===== src/rtl/mem_pkg.sv =====
`default_nettype none
// ============================================================================
// Module      : mem_pkg
// Description : Shared types and constants for the pipeline memory stage.
// Revision    : 1.0 - initial release
// ============================================================================
package mem_pkg;

    localparam int          WORD_W            = 32;
    localparam int          CNT_W             = 4;
    localparam logic [31:0] DEFAULT_BASE_ADDR = 32'd1024;

    typedef enum logic [1:0] {
        IDLE   = 2'd0,
        ACCESS = 2'd1,
        DONE   = 2'd2
    } state_e;

endpackage
`default_nettype wire


===== src/rtl/data_memory.sv =====
`default_nettype none
// ============================================================================
// Module      : data_memory
// Description : DEPTH x 32 word array, synchronous write, asynchronous read.
//               Takes a word index only; range checking lives in the caller.
// Revision    : 1.0 - initial release
// ============================================================================
module data_memory
    import mem_pkg::*;
#(
    parameter int DEPTH = 64,
    parameter int AW    = $clog2(DEPTH)
) (
    input  logic              clk,
    input  logic              we_i,
    input  logic [AW-1:0]     idx_i,
    input  logic [WORD_W-1:0] wdata_i,
    output logic [WORD_W-1:0] rdata_o
);

    logic [WORD_W-1:0] mem_q [DEPTH];

    // Write port: commits on the rising edge when enabled; contents are never reset.
    always_ff @(posedge clk) begin
        if (we_i) begin
            mem_q[idx_i] <= wdata_i;
        end
    end

    assign rdata_o = mem_q[idx_i];

endmodule
`default_nettype wire


===== src/rtl/mem_stage.sv =====
`default_nettype none
// ============================================================================
// Module      : mem_stage
// Description : Pipeline memory stage. Performs word loads/stores with a
//               configurable multi-cycle latency, stalls upstream via ready,
//               and drives the registered MEM/WB outputs.
// Revision    : 1.0 - initial release
// ============================================================================
module mem_stage
    import mem_pkg::*;
#(
    parameter int          DEPTH       = 64,
    parameter logic [31:0] BASE_ADDR   = DEFAULT_BASE_ADDR,
    parameter int          WAIT_CYCLES = 3
) (
    input  logic        clk,
    input  logic        rst,
    input  logic        WB_EN,
    input  logic        MEM_R_EN,
    input  logic        MEM_W_EN,
    input  logic [31:0] ALU_Res,
    input  logic [31:0] Val_Rm,
    input  logic [3:0]  Dest,
    output logic        ready,
    output logic        WB_EN_out,
    output logic        MEM_R_EN_out,
    output logic [31:0] ALU_Res_out,
    output logic [31:0] Mem_Data,
    output logic [3:0]  Dest_out,
    output logic        addr_err
);

    localparam int AW = $clog2(DEPTH);

    state_e           state_q, state_d;
    logic [CNT_W-1:0] cnt_q, cnt_d;

    logic             mem_req;
    logic [31:0]      offset;
    logic [AW-1:0]    word_idx;
    logic             bad_addr;
    logic             mem_we;
    logic [31:0]      rdata;

    assign mem_req  = MEM_R_EN | MEM_W_EN;
    assign offset   = ALU_Res - BASE_ADDR;
    assign word_idx = offset[AW+1:2];

    // Below base, misaligned, or beyond the array. With a word-aligned base the
    // two alignment terms agree; both are kept so an odd base is still caught.
    assign bad_addr = (ALU_Res < BASE_ADDR)
                   || (ALU_Res[1:0] != 2'b00)
                   || (offset[1:0] != 2'b00)
                   || (offset[31:AW+2] != '0);

    // Stores only land in DONE so an aborted access never touches memory.
    assign mem_we = (state_q == DONE) && MEM_W_EN && !bad_addr;

    data_memory #(
        .DEPTH (DEPTH),
        .AW    (AW)
    ) u_data_memory (
        .clk     (clk),
        .we_i    (mem_we),
        .idx_i   (word_idx),
        .wdata_i (Val_Rm),
        .rdata_o (rdata)
    );

    // FSM state and latency counter registers.
    always_ff @(posedge clk or negedge rst) begin
        if (!rst) begin
            state_q <= IDLE;
            cnt_q   <= '0;
        end else begin
            state_q <= state_d;
            cnt_q   <= cnt_d;
        end
    end

    // Next-state, counter and ready: ready stays low from request until DONE.
    always_comb begin
        state_d = state_q;
        cnt_d   = cnt_q;
        ready   = 1'b1;
        case (state_q)
            IDLE: begin
                if (mem_req) begin
                    state_d = ACCESS;
                    cnt_d   = CNT_W'(WAIT_CYCLES);
                    ready   = 1'b0;
                end
            end
            ACCESS: begin
                ready = 1'b0;
                if (cnt_q == '0) begin
                    state_d = DONE;
                end else begin
                    cnt_d = cnt_q - 1'b1;
                end
            end
            DONE: begin
                state_d = IDLE;
            end
            default: begin
                state_d = IDLE;
            end
        endcase
    end

    // MEM/WB register: bubble on stall edges, mem result in DONE, else pass-through.
    always_ff @(posedge clk or negedge rst) begin
        if (!rst) begin
            WB_EN_out    <= 1'b0;
            MEM_R_EN_out <= 1'b0;
            ALU_Res_out  <= '0;
            Mem_Data     <= '0;
            Dest_out     <= '0;
            addr_err     <= 1'b0;
        end else if (!ready) begin
            WB_EN_out    <= 1'b0;
            MEM_R_EN_out <= 1'b0;
        end else if (state_q == DONE) begin
            WB_EN_out    <= WB_EN;
            MEM_R_EN_out <= MEM_R_EN;
            ALU_Res_out  <= ALU_Res;
            Mem_Data     <= (MEM_R_EN && !MEM_W_EN && !bad_addr) ? rdata : 32'd0;
            Dest_out     <= Dest;
            addr_err     <= bad_addr;
        end else begin
            WB_EN_out    <= WB_EN;
            MEM_R_EN_out <= MEM_R_EN;
            ALU_Res_out  <= ALU_Res;
            Dest_out     <= Dest;
        end
    end

endmodule
`default_nettype wire


===== config.mk =====
export PLATFORM = sky130hd
export DESIGN_NAME = mem_stage
export DESIGN_NICKNAME = d
export VERILOG_FILES = /design/src/rtl/mem_pkg.sv /design/src/rtl/data_memory.sv /design/src/rtl/mem_stage.sv
export SDC_FILE = /design/constraint.sdc
export NUM_CORES = 2
export LEC_CHECK = 0
export CAP_MARGIN = 10
export CORE_AREA = 5 5 356 358
export DETAILED_ROUTE_END_ITERATION = 6
export DIE_AREA = 0 0 361 363
export HOLD_SLACK_MARGIN = 0.06
export PLACE_DENSITY_LB_ADDON = 0.1
export SYNTH_ARGS = -nofsm -noshare
export SYNTH_HDL_FRONTEND = slang
export SYNTH_SLANG_ARGS = --single-unit
export TNS_END_PERCENT = 50

===== constraint.sdc =====
create_clock -name clk -period 7.2 [get_ports clk]
set_clock_uncertainty 0.05 [all_clocks]
set_input_delay 1.44 -clock clk [delete_from_list [all_inputs] [get_ports clk]]
set_output_delay 1.44 -clock clk [all_outputs]
set_load 0.01 [all_outputs]

==> impl_metrics.tcl <==
set metrics [dict create \
    final_common_cell "edfxtp_1" \
    wl_per_cell_um 39.9 \
    p_sw_mw 6.13 \
    period_share_pct 69.7 \
    hpwl_mm 154 \
    cts_sinks 2125 \
    first_global_vias 47100 \
    crit_fanout 32 \
    postSynthCellCount 4511 \
    ys_ff_latch 2125 \
    min_from "ALU_Res_out[2]$_DFFE_PN0N_" \
    hold_viol 0 \
    final_nets 4856 \
    initial_utilization_pct 66.5 \
    tns_ns 0 \
    synth_area_um2 81800 \
    end_kind "flop" \
    grt_overflow 0 \
    synth_ff_type "edfxtp_1" \
    p_per_area_nw_per_um2 289 \
    rr_worst_depth 6 \
    drt_first_iter_violations 9420 \
    coreArea_um2 123000 \
    via_count 49500 \
    synth_edf_count 2048 \
    p_sw_share_pct 22.9 \
    fmax_ghz 0.199 \
    pwr-share-clk_pct 39.5 \
    power.internal_mw 20.7 \
    die_y_um 363 \
    tightest_slew_ns 1.35 \
    r2r-start "state_q[0]$_DFFE_PN0P_" \
    crit_arrival_ns 5.42 \
    cts_resized 0 \
    dp.cells 6215 \
    synth_nets 4586 \
    synth_warnings 0 \
    clock_latency_ns 0.84 \
    drv_slew 0 \
    violations "DRC" \
    antenna_found_initial 17 \
    ctsLongestPathBuffers 3 \
    track_usage_pct 40.0 \
    viasPerCell 7.50 \
    yosysUniqueCellTypes 77 \
    critPathLaunchType "primary input" \
    pwr-share-comb_pct 8.4 \
    synth-async-reset-ratio_pct 3.62 \
    mostFrequentLayoutCells "edfxtp_1, o22ai_1, mux2_2, buf_4, clkbuf_16" \
    min_period_ns 5.02 \
    worstSetupStartpoint "MEM_W_EN" \
    drtAntennaViolNets 0 \
    io_buffers 144 \
    worstPathRequired_ns 7.60 \
    cts_setup_buffers 0 \
    cts-htree-levels 4 \
    status "finished with violations" \
    rsz0062_at_grt "false" \
    ctsHoldBuffers 0 \
    hold_depth 2 \
    setup_viol_count_final 0 \
    yosysSeqAreaShare_pct 77.5 \
    cts_tree "built" \
    die_w_um 361 \
    grt_pass1_wl_mm 364 \
    vdd_ir_drop_max_v 0.000269 \
    critPathKind "primary input to flop" \
    drc 1 \
    std_cell_rows 129 \
    clk_pin_slew_ns 0.06 \
    fin_cells 6603 \
    die_area_um2 131000 \
    pwr-share-seq_pct 52.1 \
    power.leakage_nw 30.1 \
    syn_avg_cell_area_um2 18.1 \
    drive_gt1_share_pct 21.3 \
    slew_headroom_pct 9.19 \
    cts-root-buf "clkbuf_16" \
    grt_max_degree 117 \
    r2r_slack_ns 2.57 \
    maxCapViolations 0 \
    area_delta_synth_final_pct 13.4 \
    hp-class "flop to flop" \
    gp_congestion 0.995 \
    cts_buffers 200 \
    num_io_pins 145 \
    wirelength_mm 263 \
    dr.pass1.iters 7 \
]
==> cells by family (layout without fill, tap and decap cells) <==
family	after synthesis	after routing	synth area share, %
other	0	12	0
and+or+nand+nor	483	483	2.99
AOI/OAI and AO/OA	1019	1019	8.83
buffers and inverters	343	786	1.87
xor gates and xnor gates	3	3	0.0321
DFF	2125	2125	77.5
muxes	536	536	8.70
adders and majority gates	2	2	0.0306
==> worst max-delay path: stages <==
cell	delay, ns
clkdlybuf4s50_1	0.58
inv_1	0.15
nor2_1	1.02
nand3_1	1.15
nor3_2	0.47
buf_4	0.55
==> flip-flops by register name (all words and copies together), names as in the netlist <==
register / count
ALU_Res_out: 32
Dest_out: 4
MEM_R_EN_out: 1
Mem_Data: 32
WB_EN_out: 1
addr_err: 1
cnt_q: 4
state_q: 2
u_data_memory.mem_q: 2048
==> synth_stat cells, drive strengths merged (38+ instances only) <==
cell type	number	share of area [%]
clkbuf	129	0.59
o22ai	296	2.3
o221ai	187	2.0
mux4	113	3.1
a22oi	38	0.35
dfrtp	77	2.4
edfxtp	2048	75
a221oi	43	0.46
mux2	267	3.7
a2bb2oi	38	0.41
nor2	96	0.44
nor3	64	0.39
mux2i	156	1.9
o21ai	128	0.78
a21oi	100	0.61
nand2	168	0.77
buf	193	1.2
==> path summary, 6_finish.rpt <==
check                                                             end
worst min register to register             ALU_Res_out[2]$_DFFE_PN0N_
worst max-delay path            u_data_memory.mem_q[39][15]$_DFFE_PP_
worst min-delay path                       ALU_Res_out[2]$_DFFE_PN0N_
min in group asynchronous                    Mem_Data[22]$_DFFE_PN0P_
worst max register to register  u_data_memory.mem_q[39][15]$_DFFE_PP_
max in group asynchronous                 ALU_Res_out[30]$_DFFE_PN0N_
==> stage by stage <==
stage / utilization, % / worst slack (ns) / power (mW) / cell area (um^2) / hold WS [ns]
final: 75.4 / 2.18 / 26.8 / 92800 / 0.435
after floorplan: - / 0.252 / 15.0 / 81800 / 0.456
after global routing: 75.4 / 2.18 / 27.4 / 92800 / 0.470
after global placement: 70.1 / 1.52 / 16.3 / 86200 / 0.415
after CTS: 75.4 / 2.30 / 26.7 / 92800 / 0.439
after detailed placement: 70.1 / 1.52 / 16.4 / 86200 / 0.426
==> power by group through the flow <==
stage / combinational [mW] / clock, mW / sequential, mW
2_1_floorplan: 0.863 / 0 / 14.2
3_3_place_gp: 2.15 / 0 / 14.2
3_5_place_dp: 2.18 / 0 / 14.2
4_1_cts: 2.19 / 10.6 / 13.9
5_1_grt: 2.30 / 11.1 / 13.9
6_report: 2.25 / 10.6 / 14.0
==> per-layer routing <==
| layer | vias to the layer above | track usage, % | wire [um] | share of wire [%] |
|---|---|---|---|---|
| met5 | - | 0 | 29 | 0.011 |
| met4 | 4 | 23.0 | 19100 | 7.2 |
| met3 | 827 | 14.2 | 42600 | 16 |
| met2 | 4679 | 57.8 | 115000 | 44 |
| met1 | 24800 | 53.5 | 86800 | 33 |
| li1 | 19200 | - | - | - |
==> final cells by class <==
class	instances	area, um^2
repair buffers	390	3320
clock inverters	104	1080
well taps	1637	2050
flip-flops and latches	2125	63400
clock buffers	271	5450
diodes	12	30.0
fillers	6977	30200
multi-input cells	2043	17300
inverters	21	87.6
Power figures use the tool's default switching activity.
